`src/rtl/re_map_ctrl_pkg.sv`:
```
// ----------------------------------------------------------------------------
// re_map_ctrl_pkg
// Shared definitions for the resource-element mapping controller:
//   - FSM state encoding (IDLE, WRITE, GAP, DONE)
//   - SC_PER_PRB : subcarriers per physical resource block
//   - MAX_SYM    : largest legal symbol count per subframe
//   - ADDR_W     : subcarrier address width (covers 100 PRB * 12 = 1200)
//   - SYM_W      : symbol counter width
// ----------------------------------------------------------------------------
package re_map_ctrl_pkg;

   localparam int SC_PER_PRB = 12;
   localparam int MAX_SYM    = 14;
   localparam int ADDR_W     = 11;
   localparam int SYM_W      = 4;

   typedef enum logic [1:0] {
      IDLE  = 2'd0,
      WRITE = 2'd1,
      GAP   = 2'd2,
      DONE  = 2'd3
   } re_map_state_e;

endpackage

```
`src/rtl/re_map_cnt.sv`:
```
// ----------------------------------------------------------------------------
// re_map_cnt
// Generic wrap counter. Counts 0..last, returning to 0 on the increment that
// follows count==last. clr has priority over en.
// Ports:
//   CLK, RST   clock, asynchronous active-low reset
//   en         advance the counter this cycle
//   clr        force the counter to 0
//   last       terminal value (wrap point)
//   count      current value
//   term       high while count==last
// ----------------------------------------------------------------------------
module re_map_cnt #(
   parameter int W = 4
) (
   input  logic         CLK,
   input  logic         RST,
   input  logic         en,
   input  logic         clr,
   input  logic [W-1:0] last,
   output logic [W-1:0] count,
   output logic         term
);

   assign term = (count == last);

   always_ff @(posedge CLK or negedge RST) begin
      if (!RST) begin
         count <= '0;
      end else if (clr) begin
         count <= '0;
      end else if (en) begin
         count <= term ? '0 : count + 1'b1;
      end
   end

endmodule

```
`src/rtl/re_map_ctrl.sv`:
```
// ----------------------------------------------------------------------------
// re_map_ctrl
// Maps a stream of precoded samples onto subcarrier addresses, one symbol
// (n_sc = 12 * nprb subcarriers) at a time, for nsym symbols per subframe.
// Between symbols a guard gap of GAP_CYC idle cycles follows each sym_done.
//
// Handshake: a sample transfers on a rising CLK edge where in_valid and
// in_ready are both high. in_valid may drop at any time (the symbol simply
// stalls, no timeout); in_ready is high only in WRITE and depends only on the
// FSM state, never on in_valid.
//
// Ports:
//   CLK, RST            clock, asynchronous active-low reset
//   start               one-cycle pulse, latches cfg_* and begins a subframe
//   cfg_nprb, cfg_nsym  PRB count (1..MAX_PRB), symbol count (1..14)
//   abort               synchronous kill of the running subframe
//   in_data/valid/ready sample input stream
//   wr_data/en/addr     registered write port (addr = subcarrier index)
//   sym_done            pulse the cycle after the last write of a symbol
//   re_done             pulse at end of subframe or on abort
//   busy                high in every state except IDLE
//   cfg_err             sticky illegal-configuration flag
//   fsm_state           FSM state for observation
// ----------------------------------------------------------------------------
module re_map_ctrl
   import re_map_ctrl_pkg::*;
#(
   parameter int DATA_W  = 18,
   parameter int MAX_PRB = 100,
   parameter int GAP_CYC = 2
) (
   input  logic              CLK,
   input  logic              RST,
   input  logic              start,
   input  logic [6:0]        cfg_nprb,
   input  logic [3:0]        cfg_nsym,
   input  logic              abort,
   input  logic [DATA_W-1:0] in_data,
   input  logic              in_valid,
   output logic              in_ready,
   output logic [DATA_W-1:0] wr_data,
   output logic              wr_en,
   output logic [ADDR_W-1:0] wr_addr,
   output logic              sym_done,
   output logic              re_done,
   output logic              busy,
   output logic              cfg_err,
   output re_map_state_e     fsm_state
);

   // GAP_CYC is expected to be at least 1.
   localparam int GAP_W = (GAP_CYC > 0) ? $clog2(GAP_CYC + 1) : 1;

   re_map_state_e     state, state_next;

   logic [ADDR_W-1:0] n_sc;
   logic [SYM_W-1:0]  nsym;
   logic [ADDR_W-1:0] sc_cnt;
   logic [SYM_W-1:0]  sym_cnt;
   logic              sc_term, sym_term;
   logic [GAP_W-1:0]  gap_cnt;
   logic              final_sym;
   logic              last_q;

   logic              accept, sym_end, legal, launch, kill;
   logic              gap_run, gap_exit;

   assign in_ready  = (state == WRITE);
   assign busy      = (state != IDLE);
   assign fsm_state = state;

   assign accept  = in_valid && in_ready;
   assign sym_end = accept && sc_term;

   assign legal  = (int'(cfg_nprb) >= 1) && (int'(cfg_nprb) <= MAX_PRB) &&
                   (int'(cfg_nsym) >= 1) && (int'(cfg_nsym) <= MAX_SYM);
   assign launch = (state == IDLE) && start && legal;
   assign kill   = abort && (state != IDLE);

   // The gap only starts counting once the trailing write and the sym_done
   // pulse of the finished symbol have both gone out.
   assign gap_run  = (state == GAP) && !wr_en && !sym_done;
   assign gap_exit = gap_run && (gap_cnt == GAP_W'(GAP_CYC - 1));

   re_map_cnt #(.W(ADDR_W)) u_sc_cnt (
      .CLK   (CLK),
      .RST   (RST),
      .en    (accept && !abort),
      .clr   (launch || kill),
      .last  (n_sc - 1'b1),
      .count (sc_cnt),
      .term  (sc_term)
   );

   re_map_cnt #(.W(SYM_W)) u_sym_cnt (
      .CLK   (CLK),
      .RST   (RST),
      .en    (sym_end && !abort),
      .clr   (launch || kill),
      .last  (nsym - 1'b1),
      .count (sym_cnt),
      .term  (sym_term)
   );

   always_ff @(posedge CLK or negedge RST) begin
      if (!RST) state <= IDLE;
      else      state <= state_next;
   end

   always_comb begin
      state_next = state;
      case (state)
         IDLE:    if (launch) state_next = WRITE;
         WRITE: begin
            if (abort)        state_next = IDLE;
            else if (sym_end) state_next = GAP;
         end
         GAP: begin
            if (abort)         state_next = IDLE;
            else if (gap_exit) state_next = final_sym ? DONE : WRITE;
         end
         DONE:    state_next = IDLE;
         default: state_next = IDLE;
      endcase
   end

   always_ff @(posedge CLK or negedge RST) begin
      if (!RST) begin
         n_sc      <= '0;
         nsym      <= '0;
         cfg_err   <= 1'b0;
         final_sym <= 1'b0;
         gap_cnt   <= '0;
         wr_en     <= 1'b0;
         wr_data   <= '0;
         wr_addr   <= '0;
         last_q    <= 1'b0;
         sym_done  <= 1'b0;
         re_done   <= 1'b0;
      end else begin
         if (launch) begin
            n_sc <= ADDR_W'(cfg_nprb) * ADDR_W'(SC_PER_PRB);
            nsym <= cfg_nsym;
         end

         if ((state == IDLE) && start) cfg_err <= !legal;

         // Remember whether the symbol just finished was the last one, so the
         // gap knows whether to resume writing or close the subframe.
         if (launch || kill)            final_sym <= 1'b0;
         else if (sym_end && !abort)    final_sym <= sym_term;

         if (gap_run) gap_cnt <= gap_exit ? '0 : gap_cnt + 1'b1;
         else         gap_cnt <= '0;

         wr_en <= accept && !abort;
         if (accept) begin
            wr_data <= in_data;
            wr_addr <= sc_cnt;
         end

         // sym_done trails the final write by one cycle, so the two never
         // coincide; an abort in between cancels it.
         last_q   <= sym_end && !abort;
         sym_done <= last_q && !abort;

         re_done <= (abort && ((state == WRITE) || (state == GAP))) ||
                    (state_next == DONE);
      end
   end

endmodule

```
`config.mk`:
```
export PLATFORM = sky130hd
export DESIGN_NAME = re_map_ctrl
export DESIGN_NICKNAME = d
export VERILOG_FILES = /design/src/rtl/re_map_ctrl_pkg.sv /design/src/rtl/re_map_cnt.sv /design/src/rtl/re_map_ctrl.sv
export SDC_FILE = /design/constraint.sdc
export NUM_CORES = 1
export LEC_CHECK = 0
export ABC_AREA = 1
export CORE_ASPECT_RATIO = 1.75
export CORE_MARGIN = 4
export CORE_UTILIZATION = 57
export CTS_CLUSTER_DIAMETER = 120
export CTS_CLUSTER_SIZE = 10
export DETAILED_ROUTE_END_ITERATION = 6
export PLACE_DENSITY = 0.86
export SYNTH_ARGS = -nofsm -noshare
export SYNTH_HDL_FRONTEND = slang
export SYNTH_HIERARCHICAL = 1
export SYNTH_SLANG_ARGS = --single-unit
```
`constraint.sdc`:
```
create_clock -name CLK -period 7.2 [get_ports CLK]
set_input_delay 1.08 -clock CLK [delete_from_list [all_inputs] [get_ports CLK]]
set_output_delay 1.08 -clock CLK [all_outputs]
set_load 0.05 [all_outputs]
```
Word level (Yosys, flattened, before mapping)
Index checks and enable logic that the tools add are counted.
{"block": "word_totals", "ff_bits": 67, "inputBits": 34, "out_inout_bits": 37, "wordCells": 74}
{"block": "classes", "addsub": 5, "mul": 1, "order_cmp": 4, "eq_ne": 7, "n_mux": 17, "n_reduce_logical": 26}
{"operator": "$mux W11", "count": 3}
{"operator": "$mux W2", "count": 8}
{"operator": "$logic_and A1 B1 Y1", "count": 15}
{"operator": "$mux W4", "count": 3}
{"operator": "$add A11 B1 Y11 const B", "count": 1}
{"operator": "$eq A11 B11 Y1", "count": 1}
{"operator": "$sub A11 B1 Y11 const B", "count": 1}
{"operator": "$mul A7 B2 Y9 const B", "count": 1}
{"operator": "$pmux W2 S4", "count": 1}
{"operator": "$ge A7 B1 Y1 const B", "count": 1}
{"operator": "$le A7 B7 Y1 const B", "count": 1}
{"operator": "$eq A2 B2 Y1 const B", "count": 3}
{"operator": "$reduce_bool A2 Y1", "count": 3}
{"operator": "$add A4 B1 Y4 const B", "count": 1}
{"operator": "$eq A2 B1 Y1 const B", "count": 2}
{"operator": "$eq A4 B4 Y1", "count": 1}
{"operator": "$ge A4 B1 Y1 const B", "count": 1}
{"operator": "$le A4 B4 Y1 const B", "count": 1}
{"operator": "$logic_not A1 Y1", "count": 4}
{"operator": "$sub A4 B1 Y4 const B", "count": 1}
{"operator": "$logic_or A1 B1 Y1", "count": 3}
{"operator": "$add A2 B1 Y2 const B", "count": 1}
{"operator": "$logic_not A2 Y1", "count": 1}
{"operator": "$mux W1", "count": 2}

Longest topological paths before layout
Gate-level depths: netlist (run 1).
{"block": "depth", "word_depth": 9, "depth_mapped": 19, "mapped_depth_nobuf": 19}

Cells and area by module
Netlist (run 1), hierarchy kept.
{"module": "re_map_ctrl", "instances": 1, "cells_per_inst": 268, "area_per_inst_um2": 2735.1, "seq_area_each_um2": 1301.2}
{"module": "re_map_cnt (u_sc_cnt)", "instances": 1, "cells_per_inst": 128, "area_per_inst_um2": 890.9, "seq_area_each_um2": 275.3}
{"module": "re_map_cnt (u_sym_cnt)", "instances": 1, "cells_per_inst": 46, "area_per_inst_um2": 294.0, "seq_area_each_um2": 100.1}

Least setup slack after synthesis (run 1)
OpenSTA, ideal clock, no wires.
{"block": "synth_timing", "kind": "input-to-reg", "startpoint": "in cfg_nprb[3]", "endpoint": "reg u_sc_cnt.count[0]", "setup_time_ns": 0.074, "t_arrival_ns": 2.487, "required_ns": 7.126, "path_slack_ns": 4.638, "stages": 12, "n_path_buf": 2, "path_cell_list": "inv_1 -> ha_1 -> inv_1 -> a21boi_0 -> nand3_1 -> nand3_1 -> buf_6 -> nand2_1 -> nor2_1 -> buf_2 -> nand2_1 -> o21ai_2"}
{"block": "synth_between", "elab_chain_len": 7, "word_cells_on_any_way": 9, "cone_classes": "order compare (2); mux (1); reduce/logical (6)"}
{"element": "from (decl)", "line_no": "re_map_ctrl.sv:35", "text": "input logic [6:0] cfg_nprb,"}
{"element": "$ge A7 B1 Y1 / $le A7 B7 Y1 (equally long branches)", "line_no": "re_map_ctrl.sv:75", "text": "assign legal = (int'(cfg_nprb) >= 1) && (int'(cfg_nprb) <= MAX_PRB) &&"}
{"element": "$logic_and A1 B1 Y1 * (2 in series)", "line_no": "re_map_ctrl.sv:75"}
{"element": "$logic_and A1 B1 Y1 *", "line_no": "re_map_ctrl.sv:76", "text": "(int'(cfg_nsym) >= 1) && (int'(cfg_nsym) <= MAX_SYM);"}
{"element": "$logic_and A1 B1 Y1 *", "line_no": "re_map_ctrl.sv:77", "text": "assign launch = (state == IDLE) && start && legal;"}
{"element": "$logic_or A1 B1 Y1 *", "line_no": "re_map_ctrl.sv:89", "text": ".clr (launch || kill),"}
{"element": "$mux W11 / $reduce_bool A2 Y1 (equally long branches)"}
{"element": "to (signal assigned)", "line_no": "re_map_cnt.sv:33", "text": "count <= term ? '0 : count + 1'b1;"}
{"element": "to (decl)", "line_no": "re_map_cnt.sv:21", "text": "output logic [W-1:0] count,"}
Mark *: on every way between the ends. The rest lies on a longest branch, timed or not.
A chain may end at the register's enable or synchronous reset.

Worst setup path in the final report (run 1)
{"block": "layout_timing", "startpoint": "in cfg_nprb[5]", "endpoint": "reg u_sc_cnt.count[7]"}
Same word-level chain as after synthesis.

==> results of run 1 <==
==> power breakdown <==
group	internal [mW]	total [mW]	switching, mW
Clock	0.272	0.422	0.150
Combinational	0.332	0.888	0.556
Sequential	0.484	0.558	0.0745
==> metal layers <==
layer  vias to the layer above  global-route usage, %  routed length, um
li1                       1554                      -                  -
met4                         0                   15.1                405
met1                      1571                   21.6               2970
met5                         -                      0                  0
met3                        33                   4.44                442
met2                       117                   42.8               5070
==> worst reg2reg max path, stage by stage, from the launching register on <==
cell	delay [ps]
dfrtp_1	370
inv_1	130
ha_1	250
nand3_1	140
nor3_1	260
xor2_1	230
xnor2_1	170
nand2_1	90
nor2_2	140
nand3_4	150
inv_1	140
nand3_1	170
nor2_1	270
inv_1	70
nor2_1	200
nand2_2	90
o21ai_1	130
==> metrics by stage <==
step,area (um^2),instances
finish,4970,604
CTS,4970,604
global placement,4690,590
global route,4970,604
floorplan,3930,444
detailed placement,4690,590
==> state kept, by name (all words and copies together), names as in the netlist <==
name / cells
n_sc: 9
wr_addr: 11
u_sym_cnt/count: 4
final_sym: 1
wr_data: 18
gap_cnt: 2
fsm_state: 2
nsym: 4
wr_en: 1
re_done: 1
u_sc_cnt/count: 11
last_q: 1
cfg_err: 1
sym_done: 1
==> cell families (layout without fill, tap and decap cells) <==
kind of cell / after synthesis / after routing / synth area share, %
buf+inv: 66 / 144 / 6.96
compound gates: 34 / 34 / 5.14
flops: 67 / 67 / 42.8
simple gates: 191 / 191 / 21.8
mux: 29 / 29 / 8.33
xor+xnor: 26 / 26 / 5.81
other cells: 1 / 3 / 0.0957
fa+ha+maj: 28 / 28 / 9.13
==> worst paths after layout <==
path,end,start,cells past startpoint,slack [ps]
worst max register to register,u_sym_cnt/count[3],n_sc[2],16,4120
worst max-delay path,u_sc_cnt/count[7],cfg_nprb[5],13,2970
worst min-delay path,gap_cnt[0],gap_cnt[0],1,440
worst min register to register,gap_cnt[0],gap_cnt[0],1,440
min in group asynchronous,wr_data[7],RST,2,920
max in group asynchronous,n_sc[8],RST,2,5750
==> final cells by class <==
cell class / instances / area, um^2 / share of cell area (%)
Timing Repair Buffer: 72 / 711 / 14.3
Multi-Input combinational cell: 311 / 1980 / 39.8
Inverter: 58 / 218 / 4.38
Tap cell: 82 / 103 / 2.06
Clock buffer: 11 / 243 / 4.89
Clock inverter: 3 / 40.0 / 0.806
Sequential cell: 67 / 1680 / 33.7
==> cells in the mapped netlist, drive strengths merged <==
cell,instances
dfrtp,67
nand3,22
o21ai,20
xor2,15
fa,1
clkinv,1
conb,1
a21oi,10
nand4,8
nand3b,1
inv,57
nand2,122
nor3,7
a21o,2
nor4,1
and3,1
ha,27
mux2,29
xnor2,11
nor2,29
a21boi,1
buf,8
a31oi,1
==> summary.md, run 1 <==
| Metric | Value |
|---|---|
| Rows | `39` |
| Power, Total | `1.87 mW` |
| Share of the synthesized area in the top cell type | `42.8%` |
| Clock transition at path regs | `about 50 ps` |
| Max-slew violation count | `0` |
| Most common cell after layout, fill and taps aside | `nand2_1` |
| Worst EP arrival | `around 4400 ps` |
| Most frequent cells in the layout | `nand2_1 (116), clkdlybuf4s50_1 (69), dfrtp_1 (67)` |
| Crit path max-delay family | `simple AND/OR/NAND/NOR gates` |
| CP endpoint kind | `flip-flop` |
| Final setup vio count | `0` |
| Num Clock Sinks | `67` |
| Antenna violations before repair | `0` |
| PD cells | `approximately 380 nW/um^2` |
| Drt pass-1 iters | `5` |
| Vias | `about 3300` |
| CTS Buf Count | `9` |
| Seq/Total Area, Yosys | `between 40% and 50%` |
| Crit-path cells | `clkdlybuf4s50_1 > inv_1 > ha_1 > a21boi_0 > nand3_1 > nand3_1 > nand2_1 > nor2_1 > nor2_2 > nand2_1 > inv_1 > nand2_1 > a21oi_1` |
| Share of cells above drive strength 1 | `13.4%` |
| Final hold violations | `0` |
| Routed WL | `8890 um` |
| Fillers | `465` |
| Io pins | `71` |
| ANT cells | `0` |
| Largest net degree at the start of global routing | `68` |
| Routed wire per std cell | `approximately 15 um` |
| Status | `finished clean` |
| Post-Syn Area | `3920 um^2` |
| Post-DP HPWL | `approximately 6400 um` |
| Maximum clock frequency | `approximately 240 MHz` |
| Mapped Cells | `~440` |
| CTS tree | `done` |
| Total GRT Usage | `a little under a quarter` |
| Max incr delay on CP | `approximately 700 ps` |
| FF+latch count, synth | `67` |
| Util after Layout | `between 70% and 80%` |
| GPL Wtd Cong | `0.833` |
| Startpoint type of the worst setup path | `input pin` |
| Setup TNS | `0 ps` |
| Die height | `between 100 and 150 um` |
| Core area | `around 6600 um^2` |
| Area leader, netlist | `dfrtp_1` |
| Synth Warn # | `6` |
| Overflow after GRT | `0` |
| Worst relative slew slack | `approximately 46%` |
| Detail Route Antenna Nets | `0` |
| Mean post-synth cell area | `approximately 8.9 um^2` |
| Static Leak | `about 2.5 nW` |
| Hold Worst Slack | `between 400 and 500 ps` |
| Port Buffer Count | `70` |
| VDD IR max | `about 210 uV` |
| Setup ws final | `between 2000 and 3000 ps` |
| Via density | `around 5.4` |
| DRT iter0 DRCs | `247` |
| Final setup skew | `~7.4 ps` |
| Place WS | `2810 ps` |
| CTS Buffer Depth | `2` |
| Top cells by area, synth | `dfrtp_1 (43%), nand2_1 (11%), ha_1 (8.6%)` |
| Drc violations | `0` |
| RSZ-0062 raised after global routing | `no` |
| Yosys cell types | `34` |
| Max_cap viols | `0` |
| CP bufs+invs | `3` |
| Most frequent CP cell | `nand2_1` |
| Hold buffer count at CTS | `0` |
| Max H-tree Level | `3` |
| Initial core utilization | `59.5%` |
| CP Max Fanout | `20` |
| Critical path's slowest cell | `nor2_1` |
| Critical path required time | `7410 ps` |
| Final nets | `581` |
| Skew-Pair Late Insertion Delay | `330 ps` |
| Setup bufs post-CTS | `0` |
| Tmin final | `approximately 4200 ps` |
| Slew at the pin closest to its max-slew limit | `804 ps` |
| Area Overhead vs Synth | `26.7%` |
| Number of global-route vias before repair | `around 3400` |
| Crit Path Class | `in2reg` |
| Die area | `8320 um^2` |
| Post-CTS sizing | `0` |
| Hold Path Class | `reg2reg` |
| Root Driver | `clkbuf_16` |
| Die W | `~70 um` |
| First-pass GRT wire length | `15100 um` |
| Final period util | `between 50% and 60%` |
Power figures use the tool's default switching activity.
==> inputs of run 2 (changes only) <==
- CORE_UTILIZATION: 57 -> 53
- PLACE_DENSITY: 0.86 -> 0.81
- clock period: 7.2 -> 3.9 ns (I/O delays scaled with it)
==> run 2 against run 1 <==
  * Sequential power rose by 85%
  * Clock skew barely moved
  * First-iteration DRC count fell by 45%
  * Critical endpoint is now u_sym_cnt/count[3]
  * Register-to-register slack got worse by 3000 ps
  * Largest cell class unchanged
  * Critical path depth rose by 3
  * Utilization fell by 6.1 points
  * Global-route usage fell by 2.5 points
  * Flip-flop and latch count did not move
  * Cell count rose by 1.2%
  * Power rose by 88%
  * Sequential share of layout area fell by 0.32 points
  * Combinational power rose by 82%
==> summary.md, run 2 (synthesis gave the netlist of run 1 again) <==
| Metric | Value |
|---|---|
| CTS Buffer Depth | `2 (unchanged)` |
| Maximum clock frequency | `roughly 360 MHz` |
| Routed wire per std cell | `13.7 um (-6.8%)` |
| Initial core utilization | `54.2% (-5.3 points)` |
| Final setup vio count | `0 (unchanged)` |
| Fillers | `556 (+20%)` |
| Critical R2R Capture | `u_sym_cnt/count[3]` |
| Drt pass-1 iters | `5 (unchanged)` |
| R2R Path Start | `n_sc[2]` |
| Antenna violations before repair | `0 (unchanged)` |
| Max-slew violation count | `0 (unchanged)` |
| Final nets | `582 (+0.17%)` |
| Share of cells above drive strength 1 | `14.1% (+0.69 points)` |
| Slew at the pin closest to its max-slew limit | `1100 ps (+292 ps)` |
| Die height | `122 um (+3.5%)` |
| Largest register FFs | `18 (unchanged)` |
| Worst relative slew slack | `27.0% (-19 points)` |
| R2r setup slk | `1100 ps (-3020 ps)` |
| Overflow after GRT | `0 (unchanged)` |
| Tmin final | `2800 ps` |
| RSZ-0062 raised after global routing | `no` |
| Util after Layout | `69.3% (-6.1 points)` |
| Place WS | `808 ps (-2000 ps)` |
| Critical path required time | `4160 ps (-3250 ps)` |
| Hold Path Class | `reg2reg` |
| Setup TNS | `0 ps (unchanged)` |
| GPL Wtd Cong | `0.853 (+2.4%)` |
| Die W | `73.0 um (+3.3%)` |
| Area Overhead vs Synth | `28.0%` |
| Detail Route Antenna Nets | `0 (unchanged)` |
| Total GRT Usage | `20.4% (-2.5 points)` |
| Post-CTS sizing | `0 (unchanged)` |
| Most frequent cells in the layout | `nand2_1 (116), clkdlybuf4s50_1 (69), dfrtp_1 (67)` |
| Top Registers | `wr_data: 18 flops, u_sc_cnt/count: 11 flops, wr_addr: 11 flops` |
| First-pass GRT wire length | `14000 um (-7.6%)` |
| DRT iter0 DRCs | `136 (-45%)` |
| Most common cell after layout, fill and taps aside | `nand2_1` |
| Final setup skew | `7.83 ps (+0.463 ps)` |
| Max H-tree Level | `3 (unchanged)` |
| Port Buffer Count | `70 (unchanged)` |
| VDD IR max | `337 uV (+57%)` |
| Drc violations | `0 (unchanged)` |
| Setup ws final | `1100 ps (-1870 ps)` |
| Final period util | `between 70 and 80%` |
| Io pins | `71 (unchanged)` |
| Vias | `3139 (-4.2%)` |
| Post-DP HPWL | `6460 um (+0.47%)` |
| Hold Worst Slack | `441 ps (+2.97 ps)` |
| Critical path origin | `n_sc[2]` |
| Clock transition at path regs | `50 ps (about the same)` |
| Num Clock Sinks | `67 (unchanged)` |
| Skew-Pair Late Insertion Delay | `330 ps (about the same)` |
| Static Leak | `2.52 nW (+0.89%)` |
| Hold buffer count at CTS | `0 (unchanged)` |
| Setup bufs post-CTS | `0 (unchanged)` |
| Worst EP arrival | `3060 ps (-1380 ps)` |
| CP endpoint kind | `flip-flop` |
| CTS Buf Count | `9 (unchanged)` |
| HP Start | `gap_cnt[0]` |
| Core area | `7230 um^2 (+9.8%)` |
| R2R depth | `16 (unchanged)` |
| Max_cap viols | `0 (unchanged)` |
| ANT cells | `0 (unchanged)` |
| CTS tree | `done` |
| Hold EP | `gap_cnt[0]` |
| Number of global-route vias before repair | `3253 (-4.0%)` |
| Via density | `5.14 (-5.3%)` |
| Status | `finished clean` |
| PD cells | `698 nW/um^2 (+86%)` |
| Largest net degree at the start of global routing | `51 (-25%)` |
| CP Max Fanout | `9 (-55%)` |
| Final hold violations | `0 (unchanged)` |
| Startpoint type of the worst setup path | `flip-flop` |
| Rows | `41 (+5.1%)` |
| Routed WL | `8380 um (-5.8%)` |
| Largest Register | `wr_data` |
| Crit Path Class | `reg2reg` |
| Hold Path Depth | `1 (unchanged)` |
| Root Driver | `clkbuf_16` |
| Die area | `8890 um^2 (+6.8%)` |
run 2: changes by cell type in the layout (fill, tap and decap cells not counted), sizes merged:
cell	previous run	this run
buf	3	4
bufinv	1	2
clkbuf	11	9
clkinv	3	6
run 2: worst max-delay path by stage:
stage | to | cells after the start
detailed placement | u_sc_cnt/count[7] | 13
floorplan | u_sc_cnt/count[7] | 11
global route | u_sym_cnt/count[0] | 16
finish | u_sym_cnt/count[3] | 16
CTS | u_sym_cnt/count[3] | 16
global placement | u_sc_cnt/count[7] | 13
run 2: routing by layer:
| layer | track usage [%] | vias to the layer above | wire (um) |
|---|---|---|---|
| li1 | - | 1557 | - |
| met1 | 18.6 | 1464 | 2950 |
| met2 | 39.3 | 87 | 4680 |
| met3 | 2.97 | 31 | 351 |
| met4 | 13.6 | 0 | 402 |
| met5 | 0 | - | 0 |
run 2: layout make-up:
type,count,area (um^2),share of cell area [%]
multi-input cells,311,1980,39.4
repair buffers,73,718,14.3
clock buffers,9,225,4.49
inverters,58,218,4.34
clock inverters,7,92.6,1.85
flip-flops and latches,67,1680,33.4
well taps,86,108,2.15
run 2: power breakdown:
part           internal [mW]  leakage (nW)  switching (mW)
logic                  0.615          1.50            1.01
clock network          0.557         0.159           0.295
registers              0.892         0.865           0.134
total                   2.07          2.52            1.44
run 2: worst max-delay path: stages, from the launching register on:
cell and delay [ps]:
dfrtp_1 370, inv_1 140, ha_1 240, nand3_1 130, nor3_1 270, xor2_1 200, xnor2_1 130, nand2_1 80
nor2_2 130, nand3_4 140, inv_1 80, nand3_1 130, nor2_1 230, inv_1 70, nor2_1 170, nand2_2 80
o21ai_1 130
run 2: stage by stage:
stage / total power, mW / cell area, um^2 / cells
after floorplan: 2.20 / 3930 / 444
after global placement: 2.61 / 4700 / 595
after detailed placement: 2.67 / 4700 / 595
after CTS: 3.54 / 5020 / 611
after global routing: 3.71 / 5020 / 611
final: 3.50 / 5020 / 611
